### config.mk
export PLATFORM = sky130hd
export DESIGN_NAME = wts_adsr_envelope_generator_mch
export DESIGN_NICKNAME = d
export VERILOG_FILES = /design/src/rtl/wts_env_pkg.sv /design/src/rtl/wts_adsr_envelope_step.sv /design/src/rtl/wts_adsr_envelope_generator_mch.sv
export SDC_FILE = /design/constraint.sdc
export NUM_CORES = 1
export LEC_CHECK = 0
export CAP_MARGIN = 20
export CELL_PAD_IN_SITES_DETAIL_PLACEMENT = 0
export CELL_PAD_IN_SITES_GLOBAL_PLACEMENT = 2
export CORE_MARGIN = 3
export CORE_UTILIZATION = 35
export DETAILED_ROUTE_END_ITERATION = 10
export PLACE_DENSITY_LB_ADDON = 0.1
export SYNTH_ARGS = -nofsm -noshare
export SYNTH_HDL_FRONTEND = slang
export SYNTH_HIERARCHICAL = 1
export SYNTH_SLANG_ARGS = --single-unit
### constraint.sdc
create_clock -name clk -period 11.1 [get_ports clk]
set_clock_uncertainty 0.1 [all_clocks]
set_input_delay 2.22 -clock clk [delete_from_list [all_inputs] [get_ports clk]]
set_output_delay 2.22 -clock clk [all_outputs]
set_load 0.03 [all_outputs]
### src/rtl/wts_env_pkg.sv
// rtl/wts_env_pkg.sv - shared state codes and sustain target helper for the ADSR envelope generator
package wts_env_pkg;
  localparam int ST_W = 3;

  localparam logic [ST_W-1:0] ST_IDLE    = 3'd0;
  localparam logic [ST_W-1:0] ST_ATTACK  = 3'd1;
  localparam logic [ST_W-1:0] ST_DECAY   = 3'd2;
  localparam logic [ST_W-1:0] ST_SUSTAIN = 3'd3;
  localparam logic [ST_W-1:0] ST_RELEASE = 3'd4;

  // 6-bit sustain level scaled up to the full level range
  function automatic logic [15:0] sustain_target(input logic [5:0] sl, input int level_w);
    return {10'd0, sl} << (level_w - 6);
  endfunction
endpackage

### src/rtl/wts_adsr_envelope_step.sv
// rtl/wts_adsr_envelope_step.sv - combinational next-state core for one envelope channel; honours WTS_ADSR_HARD_RETRIGGER_EN
module wts_adsr_envelope_step
  import wts_env_pkg::*;
#(
  parameter int LEVEL_W   = 7,
  parameter int COUNTER_W = 16
) (
  input  logic [ST_W-1:0]      state,
  input  logic [COUNTER_W-1:0] counter,
  input  logic [LEVEL_W-1:0]   level,
  input  logic [7:0]           ar,
  input  logic [7:0]           dr,
  input  logic [7:0]           sr,
  input  logic [7:0]           rr,
  input  logic [5:0]           sl,
  input  logic                 ev_on,
  input  logic                 ev_rel,
  input  logic                 ev_off,
  output logic [ST_W-1:0]      nxt_state,
  output logic [COUNTER_W-1:0] nxt_counter,
  output logic [LEVEL_W-1:0]   nxt_level
);
  localparam logic [LEVEL_W-1:0] MAX = '1;

  logic [7:0]           rate;
  logic [COUNTER_W:0]   sum;
  logic                 step;
  logic [15:0]          target;
  logic                 above_target;
  logic                 rel_ok;

  always_comb begin
    case (state)
      ST_ATTACK:  rate = ar;
      ST_DECAY:   rate = dr;
      ST_SUSTAIN: rate = sr;
      ST_RELEASE: rate = rr;
      default:    rate = 8'd0;
    endcase
  end

  assign sum          = {1'b0, counter} + {{(COUNTER_W-7){1'b0}}, rate};
  assign step         = sum[COUNTER_W];
  assign target       = sustain_target(sl, LEVEL_W);
  assign above_target = {{(16-LEVEL_W){1'b0}}, level} > target;
  assign rel_ok       = (state == ST_ATTACK) || (state == ST_DECAY) || (state == ST_SUSTAIN);

  always_comb begin
    nxt_state   = state;
    nxt_counter = sum[COUNTER_W-1:0];
    nxt_level   = level;
    if (ev_off) begin
      nxt_state   = ST_IDLE;
      nxt_counter = '0;
      nxt_level   = '0;
    end else if (ev_on) begin
      nxt_state   = ST_ATTACK;
      nxt_counter = '0;
`ifdef WTS_ADSR_HARD_RETRIGGER_EN
      nxt_level   = '0;
`else
      nxt_level   = level;
`endif
    end else if (ev_rel && rel_ok) begin
      nxt_state   = ST_RELEASE;
      nxt_counter = '0;
    end else begin
      case (state)
        ST_ATTACK: begin
          if (level == MAX) begin
            nxt_state   = ST_DECAY;
            nxt_counter = '0;
          end else if (step) begin
            nxt_level = level + 1'b1;
          end
        end
        ST_DECAY: begin
          // above_target implies level > 0, so the decrement cannot wrap
          if (!above_target) begin
            nxt_state   = ST_SUSTAIN;
            nxt_counter = '0;
          end else if (step) begin
            nxt_level = level - 1'b1;
          end
        end
        ST_SUSTAIN: begin
          if (step && (level != '0)) nxt_level = level - 1'b1;
        end
        ST_RELEASE: begin
          if (level == '0) begin
            nxt_state   = ST_IDLE;
            nxt_counter = '0;
          end else if (step) begin
            nxt_level = level - 1'b1;
          end
        end
        default: begin
          nxt_state   = ST_IDLE;
          nxt_counter = '0;
          nxt_level   = '0;
        end
      endcase
    end
  end
endmodule

### src/rtl/wts_adsr_envelope_generator_mch.sv
// rtl/wts_adsr_envelope_generator_mch.sv - time-multiplexed multi-channel ADSR envelope generator; WTS_ADSR_HARD_RETRIGGER_EN selects hard retrigger
module wts_adsr_envelope_generator_mch
  import wts_env_pkg::*;
#(
  parameter int CHANNELS  = 5,
  parameter int LEVEL_W   = 7,
  parameter int COUNTER_W = 16,
  parameter int CH_W      = $clog2(CHANNELS + 1)
) (
  input  logic                  clk,
  input  logic                  reset,
  input  logic [CH_W-1:0]       active,
  input  logic [CHANNELS-1:0]   key_on,
  input  logic [CHANNELS-1:0]   key_release,
  input  logic [CHANNELS-1:0]   key_off,
  input  logic [8*CHANNELS-1:0] reg_ar,
  input  logic [8*CHANNELS-1:0] reg_dr,
  input  logic [8*CHANNELS-1:0] reg_sr,
  input  logic [8*CHANNELS-1:0] reg_rr,
  input  logic [6*CHANNELS-1:0] reg_sl,
  output logic [LEVEL_W-1:0]    envelope,
  output logic [CH_W-1:0]       envelope_ch,
  output logic                  envelope_valid
);
  logic [ST_W-1:0]      st_q  [CHANNELS];
  logic [COUNTER_W-1:0] cnt_q [CHANNELS];
  logic [LEVEL_W-1:0]   lvl_q [CHANNELS];
  logic [CHANNELS-1:0]  pend_on_q, pend_rel_q, pend_off_q;

  logic [CHANNELS-1:0]  svc;
  logic                 svc_valid;
  logic [ST_W-1:0]      cur_st, nxt_st;
  logic [COUNTER_W-1:0] cur_cnt, nxt_cnt;
  logic [LEVEL_W-1:0]   cur_lvl, nxt_lvl;
  logic [7:0]           cur_ar, cur_dr, cur_sr, cur_rr;
  logic [5:0]           cur_sl;
  logic                 ev_on, ev_rel, ev_off;

  // one-hot service select; out-of-range active leaves it all-zero
  always_comb begin
    svc = '0;
    for (int i = 0; i < CHANNELS; i++) svc[i] = (active == CH_W'(i));
  end
  assign svc_valid = |svc;

  always_comb begin
    cur_st  = ST_IDLE;
    cur_cnt = '0;
    cur_lvl = '0;
    cur_ar  = '0;
    cur_dr  = '0;
    cur_sr  = '0;
    cur_rr  = '0;
    cur_sl  = '0;
    ev_on   = 1'b0;
    ev_rel  = 1'b0;
    ev_off  = 1'b0;
    for (int i = 0; i < CHANNELS; i++) begin
      if (svc[i]) begin
        cur_st  = st_q[i];
        cur_cnt = cnt_q[i];
        cur_lvl = lvl_q[i];
        cur_ar  = reg_ar[8*i +: 8];
        cur_dr  = reg_dr[8*i +: 8];
        cur_sr  = reg_sr[8*i +: 8];
        cur_rr  = reg_rr[8*i +: 8];
        cur_sl  = reg_sl[6*i +: 6];
        ev_on   = pend_on_q[i]  | key_on[i];
        ev_rel  = pend_rel_q[i] | key_release[i];
        ev_off  = pend_off_q[i] | key_off[i];
      end
    end
  end

  wts_adsr_envelope_step #(
    .LEVEL_W   (LEVEL_W),
    .COUNTER_W (COUNTER_W)
  ) u_step (
    .state       (cur_st),
    .counter     (cur_cnt),
    .level       (cur_lvl),
    .ar          (cur_ar),
    .dr          (cur_dr),
    .sr          (cur_sr),
    .rr          (cur_rr),
    .sl          (cur_sl),
    .ev_on       (ev_on),
    .ev_rel      (ev_rel),
    .ev_off      (ev_off),
    .nxt_state   (nxt_st),
    .nxt_counter (nxt_cnt),
    .nxt_level   (nxt_lvl)
  );

  always_ff @(posedge clk or posedge reset) begin
    if (reset) begin
      for (int i = 0; i < CHANNELS; i++) begin
        st_q[i]  <= ST_IDLE;
        cnt_q[i] <= '0;
        lvl_q[i] <= '0;
      end
      pend_on_q      <= '0;
      pend_rel_q     <= '0;
      pend_off_q     <= '0;
      envelope       <= '0;
      envelope_ch    <= '0;
      envelope_valid <= 1'b0;
    end else begin
      // the serviced channel consumes both its latch and any same-cycle pulse
      pend_on_q  <= (pend_on_q  | key_on)      & ~svc;
      pend_rel_q <= (pend_rel_q | key_release) & ~svc;
      pend_off_q <= (pend_off_q | key_off)     & ~svc;
      for (int i = 0; i < CHANNELS; i++) begin
        if (svc[i]) begin
          st_q[i]  <= nxt_st;
          cnt_q[i] <= nxt_cnt;
          lvl_q[i] <= nxt_lvl;
        end
      end
      envelope_valid <= svc_valid;
      if (svc_valid) begin
        envelope    <= nxt_lvl;
        envelope_ch <= active;
      end
    end
  end
endmodule

==> impl_metrics.json, run 1 <==
{
  "end_kind": "register",
  "grt_usage_pct": 21.61,
  "reg2reg_from": "st_q[1]",
  "core.rowCount": 61,
  "seq_area_frac_synth_pct": 38.41,
  "cpMaxStageDelayCell": "o22ai_1",
  "grt_max_degree": 80,
  "layout.nets": 1414,
  "tightest_slew_ps": 1033,
  "die-height_um": 176.4,
  "cts_sinks": 156,
  "ys_warn_count": 6,
  "area_delta_synth_final_pct": 29.93,
  "overflow": 0,
  "viasPerCell": 5.458,
  "ys.flop_type": "dfrtp_1",
  "crit_path_max_incr_delay_ps": 790,
  "cp.required_ps": 11360,
  "crit_end": "lvl_q[28]",
  "ir_drop_mv": 0.1072,
  "p_per_area_mw_per_mm2": 107.6,
  "timing.final.crit_share_pct": 68.00,
  "ios": 221,
  "grt_pass1_wl_um": 52650,
  "postCtsSetupBuffers": 0,
  "final.setup.tns_ps": 0,
  "synth_seq_cells": 156,
  "synthAdderAreaFrac_pct": 2.290,
  "synth_xor_area_share_pct": 1.120,
  "synth_compound_area_share_pct": 16.96,
  "clk_latency_ps": 430,
  "max-clock-path-buffers": 2,
  "synthCells": 1008,
  "p_comb_share_pct": 18.1,
  "startpoint_type": "input port",
  "cts_buffers": 17,
  "outcome": "complete, no violations",
  "detail-route-antenna-nets": 0,
  "finalPower_mw": 1.421,
  "drc": 0,
  "syn-cell-area_mm2": 0.01016,
  "drtIter0Drc": 561,
  "rsz0062_at_grt": "no",
  "synthMuxAreaShare_pct": 25.72,
  "ys_types": 67,
  "die_area_mm2": 0.03112,
  "seq_power_share_pct": 41.1,
  "dp_hpwl_um": 23770,
  "clk_pin_slew_ps": 60,
  "root_buffer": "clkbuf_16",
  "p_int_mw": 1.027,
  "path_common_cell": "nor2_1",
  "synth_edf_count": 0,
  "drv_cap": 0,
  "swShare_pct": 27.72,
  "synthArstFlopShare_pct": 100.0,
  "gp_congestion": 0.8885,
  "vias": 8608,
  "antenna_found_initial": 0,
  "timing.rr.end": "lvl_q[28]",
  "relSlewSlack_pct": 30.84,
  "arrival_ps": 7810,
  "p_sw_mw": 0.3938,
  "wl_um": 34030,
  "avgRoutedWirePerCell_um": 21.58,
  "r2r_cells": 18,
  "grt_pass1_vias": 8929,
  "worst-path-max-fanout": 44,
  "synthSimpleGateAreaFrac_pct": 10.93,
  "synth_area_per_cell_um2": 10.08,
  "cts_tree": "done",
  "period_minus_slack_ps": 7547,
  "die_w_um": 176.4,
  "synth.net_count": 1236,
  "slew_viol_final": 0,
  "timing.fmax_ghz": 0.1325,
  "drive_above_1_share_pct": 15.51,
  "rrSetupSlack_ps": 5890,
  "startpoint": "active[2]",
  "synth_top_family_by_area": "multiplexers",
  "path_class": "in2reg",
  "p_clk_share_pct": 40.9,
  "post_cts_resized": 0,
  "leakagePower_nw": 5.960,
  "cp.buffers_inverters": 2,
  "worstHoldPathType": "reg2reg",
  "critical_path.cell_chain": "buf_4, nand2b_2, o22ai_1, nor2_1, and2_1, a22oi_1, nand2_1, ha_1, fa_1, a211oi_2, nor3_2, o2111ai_1, buf_4, nor2_1, o21ai_0, nor2_1, nor4_1, mux2_2",
  "final-setup-viol-count": 0,
  "finalHoldViolations": 0,
  "io_buffers": 220,
  "critical-path-top-delay-family": "simple AND/OR/NAND/NOR gates",
  "path_depth": 18,
  "drt_first_pass_iters": 5,
  "htreeDepth": 4,
  "n_antenna_cell": 0,
  "core_mm2": 0.02816,
  "cts_hold_buf": 0,
  "start_util_pct": 36.09
}
-- how the worst min path moves through the flow --
stage | from | to | cells after the start
2_1_floorplan | pend_on_q[2] | pend_on_q[2] | 2
5_1_grt | cnt_q[3] | cnt_q[3] | 2
3_3_place_gp | st_q[2] | st_q[2] | 2
6_report | cnt_q[3] | cnt_q[3] | 2
4_1_cts | cnt_q[3] | cnt_q[3] | 2
3_5_place_dp | cnt_q[3] | cnt_q[3] | 2
-- power by group through the flow --
stage / clock network (mW) / logic [mW] / registers (mW)
floorplan: 0 / 0.133 / 0.595
global placement: 0 / 0.258 / 0.594
detailed placement: 0 / 0.258 / 0.594
CTS: 0.594 / 0.259 / 0.583
global route: 0.615 / 0.278 / 0.584
finish: 0.581 / 0.257 / 0.583
-- registers in the layout, indices dropped and copies added, names as in the netlist --
register / flops
pend_on_q: 5
envelope_valid: 1
cnt_q: 80
pend_off_q: 5
lvl_q: 35
envelope_ch: 3
envelope: 7
st_q: 15
pend_rel_q: 5
-- worst reg2reg max path, delay by kind of cell, from the launching register on --
kind | cells | cell delay [ps]
AOI/OAI and AO/OA | 6 | 1720
adders and majority gates | 2 | 680
buffers and inverters | 1 | 240
DFF | 1 | 350
muxes | 2 | 370
and+or+nand+nor | 7 | 1680
-- placed cells by master (no fill, tap or decap), types with 6 or more instances in the layout --
master / synthesis / routed
a21oi_1: 20 / 20
a22oi_1: 17 / 17
a2bb2oi_1: 58 / 58
a31oi_1: 7 / 7
and2_1: 6 / 6
buf_4: 2 / 19
clkbuf_16: 0 / 17
clkdlybuf4s50_1: 0 / 217
dfrtp_1: 156 / 156
ha_1: 17 / 17
inv_1: 19 / 18
inv_6: 0 / 8
mux2_2: 93 / 93
mux2_4: 18 / 18
mux2i_1: 125 / 125
nand2_1: 114 / 114
nand3_1: 7 / 7
nand4_1: 6 / 6
nor2_1: 64 / 64
nor3_1: 14 / 13
o21ai_0: 20 / 20
o22a_1: 6 / 6
o22ai_1: 71 / 71
xnor2_1: 7 / 7
xor2_1: 6 / 6
-- through the flow --
| step | cells | cell area [um^2] | utilization (%) | setup WS [ps] | hold WS [ps] |
|---|---|---|---|---|---|
| 6_report | 1577 | 13210 | 46.89 | 3553 | 379.4 |
| 5_1_grt | 1577 | 13210 | 46.89 | 3016 | 400.5 |
| 4_1_cts | 1576 | 13190 | 46.82 | 3486 | 379.1 |
| 3_5_place_dp | 1544 | 12600 | 44.76 | 3045 | 363.5 |
| 3_3_place_gp | 1544 | 12600 | 44.76 | 3149 | 358.7 |
| 2_1_floorplan | 1008 | 10160 | - | 4265 | 344.2 |
-- logic make-up after synthesis --
group                      count (synthesis)
buffers and inverters                     98
AOI/OAI and AO/OA                        239
muxes                                    238
xor gates and xnor gates                  13
and+or+nand+nor                          246
DFF                                      156
adders and majority gates                 18
-- Yosys cell counts (all sizes together) (19+ instances only) --
cell type / count / area share [%]
a21oi: 20 / 0.98
mux2: 111 / 13
nor2: 64 / 2.4
o22ai: 71 / 4.4
a2bb2oi: 58 / 5.0
o21ai: 22 / 1.1
buf: 45 / 2.6
inv: 19 / 0.70
clkbuf: 34 / 1.3
nand2: 114 / 4.2
mux2i: 125 / 12
dfrtp: 156 / 38
-- metal layers --
| layer | wire, um | up-vias | global-route usage [%] | share of wire, % |
|---|---|---|---|---|
| li1 | - | 4101 | - | - |
| met1 | 15710 | 4225 | 29.00 | 46 |
| met2 | 16020 | 252 | 36.35 | 47 |
| met3 | 1804 | 30 | 3.957 | 5.3 |
| met4 | 497 | 0 | 5.074 | 1.5 |
| met5 | 0 | - | 0 | 0 |
-- cell type report --
class                           instances  area (um^2)
Clock buffer                           17        425.4
Clock inverter                         15        155.1
Fill cell                            2664        14960
Inverter                               19        76.32
Multi-Input combinational cell        754         5826
Sequential cell                       156         3904
Tap cell                              378        473.0
Timing Repair Buffer                  238         2346
(Power assumes the default switching activity.)
==> run 2, diff against run 1 <==
- CORE_UTILIZATION: 35 -> 32
- clock period: 11.1 -> 7.1 ns (I/O delays scaled with it)
==> run 2 against run 1 <==
Net effect:
- sequential share of layout area shrank 0.29 points
- setup slack worse by 2400 ps
- clock power rose by 55%
- final area grew 0.99%
- highest routed layer unchanged
- largest cell class unchanged
- global-route usage shrank 0.95 points
- wire length rose by 4.6%
- final cell count increased by 1.9%
- critical endpoint is now lvl_q[8]
- combinational power grew 59%
==> impl_metrics.json, run 2 (synthesized netlist as in run 1, its figures left out) <==
{
  "timing.rr.end": "lvl_q[8]",
  "viasPerCell": 5.404,
  "path_class": "in2reg",
  "final_cell_mix": "217 x clkdlybuf4s50_1, 156 x dfrtp_1, 125 x mux2i_1, 114 x nand2_1, 93 x mux2_2",
  "post_cts_resized": 0,
  "cp.required_ps": 7350,
  "gp_congestion": 0.9162,
  "start_util_pct": 32.88,
  "avgRoutedWirePerCell_um": 22.15,
  "whs_path_depth": 2,
  "final.setup.tns_ps": 0,
  "htreeDepth": 4,
  "grt_pass1_wl_um": 54360,
  "worstHoldPathType": "reg2reg",
  "timing.final.crit_share_pct": 83.94,
  "arrival_ps": 6210,
  "slew_viol_final": 0,
  "root_buffer": "clkbuf_16",
  "largest_register_ffs": 80,
  "cts_sinks": 156,
  "startpoint_type": "input port",
  "clk_pin_slew_ps": 60,
  "antenna_found_initial": 0,
  "grt_max_degree": 110,
  "core_mm2": 0.03091,
  "cts_tree": "done",
  "grt_usage_pct": 20.66,
  "numPlacedInstances": 1576,
  "min_to": "cnt_q[5]",
  "crit_path_max_incr_delay_ps": 460,
  "vias": 8685,
  "detail-route-antenna-nets": 0,
  "relSlewSlack_pct": 35.46,
  "reg2reg_from": "st_q[0]",
  "leakagePower_nw": 6.028,
  "reg_top3": "cnt_q: 80 flops, lvl_q: 35 flops, st_q: 15 flops",
  "outcome": "complete, no violations",
  "critical_path.cell_chain": "buf_4, nor2b_4, a2bb2oi_1, o22ai_1, nor2_1, and2_1, a22oi_1, nand2_1, ha_1, fa_1, a211oi_2, nor3_2, o2111ai_1, buf_4, nor2_1, o21ai_0, a21oi_1, o32ai_1, mux2_2",
  "timing.fmax_ghz": 0.1678,
  "end_kind": "register",
  "final_common_cell": "clkdlybuf4s50_1",
  "largest_register": "cnt_q",
  "die-height_um": 184.2,
  "clk_latency_ps": 420,
  "drive_above_1_share_pct": 16.43,
  "tightest_slew_ps": 968.1,
  "hp-start": "cnt_q[5]",
  "die_area_mm2": 0.03394,
  "period_minus_slack_ps": 5960,
  "grt_pass1_vias": 8942,
  "wl_um": 35600,
  "drc": 0,
  "max-clock-path-buffers": 2,
  "fin_cells": 1607,
  "core.rowCount": 64,
  "r2r_cells": 18,
  "final-setup-viol-count": 0,
  "drt_first_pass_iters": 6,
  "finalHoldViolations": 0,
  "layout.nets": 1427,
  "fillers": 3040,
  "postCtsSetupBuffers": 0,
  "n_antenna_cell": 0,
  "drtIter0Drc": 423,
  "io_buffers": 220,
  "ir_drop_mv": 0.1194,
  "dp_hpwl_um": 24700,
  "startpoint": "active[2]",
  "die_w_um": 184.2,
  "rsz0062_at_grt": "no",
  "ios": 221,
  "rrSetupSlack_ps": 2360,
  "cpMaxStageDelayCell": "fa_1",
  "overflow": 0,
  "cts_hold_buf": 0,
  "cts_buffers": 17,
  "worst-path-max-fanout": 16,
  "area_delta_synth_final_pct": 31.21,
  "drv_cap": 0,
  "p_per_area_mw_per_mm2": 166.3
}
## run 2: changes by cell type in the layout (fill, tap and decap cells not counted), sizes merged
cell | previous run | this run
inv | 27 | 22
clkbuf | 17 | 19
buf | 21 | 34
clkinv | 6 | 7
clkinvlp | 0 | 1
## run 2: area by class of cell
cell class | instances | area (um^2) | share of cell area, %
flip-flops and latches | 156 | 3904 | 29.27
well taps | 396 | 495.5 | 3.716
clock inverters | 12 | 112.6 | 0.8444
inverters | 19 | 76.32 | 0.5723
multi-input cells | 754 | 5826 | 43.69
clock buffers | 19 | 452.9 | 3.397
repair buffers | 251 | 2469 | 18.51
## run 2: per-stage QoR
step	power [mW]	hold WS, ps	worst slack, ps	cell area, um^2	util [%]
after floorplan	1.139	344.2	1065	10160	-
after global placement	1.340	359.0	865.2	12770	41.31
after detailed placement	1.340	364.1	694.1	12770	41.31
after CTS	2.247	381.1	1149	13340	43.14
after global routing	2.311	400.9	666.6	13340	43.14
final	2.218	377.3	1140	13340	43.14
## run 2: worst max path at each step
stage	to	slack [ps]	cells past startpoint
floorplan	envelope[0]	1070	22
global placement	envelope[5]	870	18
detailed placement	envelope[5]	690	18
CTS	lvl_q[19]	1150	18
global route	envelope[1]	670	19
finish	lvl_q[8]	1140	19
## run 2: report_power, final
part | internal, mW | switching, mW | total, mW
sequential | 0.905 | 0.00710 | 0.912
clock | 0.504 | 0.395 | 0.898
combinational | 0.208 | 0.199 | 0.408
## run 2: worst max-delay path: cells and delay by family
| family | cells | cell delay, ps |
|---|---|---|
| buffers and inverters | 2 | 450 |
| and+or+nand+nor | 6 | 1240 |
| muxes | 1 | 280 |
| AOI/OAI and AO/OA | 8 | 2120 |
| adders and majority gates | 2 | 670 |
## run 2: routing by layer
| layer | wire length (um) | vias to the layer above | track usage [%] |
|---|---|---|---|
| met5 | 0 | - | 0 |
| li1 | - | 4123 | - |
| met4 | 195 | 0 | 3.024 |
| met1 | 16960 | 4298 | 29.41 |
| met2 | 16430 | 255 | 34.14 |
| met3 | 2009 | 9 | 3.138 |
==> run 3, diff against run 2 <==
- clock period: 7.1 -> 5.5 ns (I/O delays scaled with it)
==> run 3 against run 2 <==
Net effect:
- final area grew 3.1%
- setup slack lost 520 ps
- combinational power up 33%
- critical path depth decreased by 1
- die area stayed put
- final cell count is 2.8% higher
- register-to-register slack lost 1200 ps
- global-route usage shrank 0.086 points
- first-iteration DRC count increased by 17%
- utilization rose by 1.3 points
- power is 32% higher
- highest routed layer unchanged
==> impl_metrics.json, run 3 (synthesized netlist as in run 1, its figures left out) <==
{
  "outcome": "complete, no violations",
  "grt_usage_pct": 20.58,
  "dp_hpwl_um": 25280,
  "drv_cap": 0,
  "largest_register_ffs": 80,
  "startpoint": "active[1]",
  "end_kind": "register",
  "root_buffer": "clkbuf_16",
  "slew_viol_final": 0,
  "reg2reg_from": "st_q[0]",
  "clk_latency_ps": 440,
  "grt_pass1_vias": 9254,
  "path_class": "in2reg",
  "crit_end": "lvl_q[27]",
  "path_depth": 18,
  "antenna_found_initial": 0,
  "timing.final.crit_share_pct": 88.74,
  "layout_setup_ws_ps": 619.1,
  "arrival_ps": 5090,
  "cts_sinks": 156,
  "viasPerCell": 5.395,
  "rrSetupSlack_ps": 1180,
  "detail-route-antenna-nets": 0,
  "wl_um": 35610,
  "core.rowCount": 64,
  "final_cell_area_mm2": 0.01375,
  "final.setup.tns_ps": 0,
  "max-clock-path-buffers": 2,
  "die_w_um": 184.2,
  "cts_hold_buf": 0,
  "drt_first_pass_iters": 5,
  "start_util_pct": 32.88,
  "critical_path.cell_chain": "buf_6, nor2b_4, a2bb2oi_1, o22ai_1, nor2b_1, and2_1, buf_4, a22oi_1, nand2_1, ha_1, nand4_2, nor3_2, o2111ai_1, buf_4, or4_1, a31oi_1, o22ai_1, mux2_2",
  "htreeDepth": 4,
  "overflow": 0,
  "cp.required_ps": 5710,
  "ir_drop_mv": 0.1920,
  "area_delta_synth_final_pct": 35.26,
  "period_minus_slack_ps": 4881,
  "timing.hold.ws_ps": 376.8,
  "worst-path-max-fanout": 14,
  "timing.fmax_ghz": 0.2049,
  "rsz0062_at_grt": "no",
  "drc": 0,
  "post_cts_resized": 0,
  "crit_path_max_incr_delay_ps": 480,
  "r2r_cells": 17,
  "grt_max_degree": 83,
  "avgRoutedWirePerCell_um": 21.55,
  "final_common_cell": "clkdlybuf4s50_1",
  "drive_above_1_share_pct": 19.51,
  "cp.buffers_inverters": 3,
  "cts_buffers": 17,
  "cpMaxStageDelayCell": "or4_1",
  "ios": 221,
  "relSlewSlack_pct": 47.80,
  "final-setup-viol-count": 0,
  "startpoint_type": "input port",
  "die_area_mm2": 0.03394,
  "cts_tree": "done",
  "fin_cells": 1652,
  "worstHoldPathType": "reg2reg",
  "numPlacedInstances": 1620,
  "layout.nets": 1471,
  "leakagePower_nw": 6.280,
  "n_antenna_cell": 0,
  "grt_pass1_wl_um": 54540,
  "clk_pin_slew_ps": 70,
  "io_buffers": 220,
  "timing.rr.end": "lvl_q[27]",
  "largest_register": "cnt_q",
  "vias": 8913,
  "postCtsSetupBuffers": 0,
  "drtIter0Drc": 497,
  "die-height_um": 184.2,
  "tightest_slew_ps": 782.9,
  "reg_top3": "cnt_q: 80 flops, lvl_q: 35 flops, st_q: 15 flops",
  "core_mm2": 0.03091,
  "gp_congestion": 0.8645,
  "final_cell_mix": "217 x clkdlybuf4s50_1, 156 x dfrtp_1, 125 x mux2i_1, 114 x nand2_1, 93 x mux2_2",
  "critical-path-top-delay-family": "simple AND/OR/NAND/NOR gates",
  "place_ws_ps": 175.5,
  "placed_cell_area_mm2": 0.01315,
  "finalHoldViolations": 0,
  "p_per_area_mw_per_mm2": 213.3
}
run 3: changes by cell type in the layout (fill, tap and decap cells not counted), sizes merged:
| cell | previous run | this run |
|---|---|---|
| clkbuf | 19 | 17 |
| buf | 34 | 78 |
| inv | 22 | 29 |
| clkinv | 7 | 3 |
run 3: power by group:
part	leakage (nW)	internal (mW)	switching, mW	total [mW]
clock	0.292	0.651	0.561	1.21
sequential	2.11	1.17	0.00947	1.18
combinational	3.88	0.283	0.259	0.542
total	6.28	2.10	0.830	2.93
run 3: metrics by stage:
step / util [%] / power, mW
floorplan: - / 1.473
global placement: 42.54 / 1.746
detailed placement: 42.54 / 1.747
CTS: 44.47 / 2.975
global route: 44.47 / 3.048
finish: 44.47 / 2.932
run 3: layout make-up:
| cell class | count | area [um^2] |
|---|---|---|
| clock inverters | 15 | 171.4 |
| well taps | 396 | 495.5 |
| repair buffers | 295 | 2836 |
| clock buffers | 17 | 425.4 |
| fillers | 3036 | 17160 |
| multi-input cells | 754 | 5838 |
| inverters | 19 | 76.32 |
| flip-flops and latches | 156 | 3904 |
run 3: worst min-delay path by stage:
stage | from | endpoint | slack [ps] | cells past startpoint
floorplan | pend_on_q[2] | pend_on_q[2] | 340 | 2
CTS | lvl_q[1] | lvl_q[1] | 380 | 2
global placement | cnt_q[3] | cnt_q[3] | 360 | 2
detailed placement | lvl_q[1] | lvl_q[1] | 360 | 2
finish | cnt_q[2] | cnt_q[2] | 380 | 2
global route | cnt_q[4] | cnt_q[4] | 400 | 2
run 3: metal layers:
metal / GRT usage (%) / part of all wire (%)
met5: 0 / 0
met4: 3.961 / 0.90
met3: 3.296 / 5.2
met2: 34.52 / 46
met1: 28.35 / 48
run 3: worst register-to-register path: cells and delay by family, from the launching register on:
family	cells	cell delay, ps
buffers and inverters	2	410
adders and majority gates	1	330
DFF	1	380
muxes	2	500
and+or+nand+nor	6	1430
AOI/OAI and AO/OA	6	1070
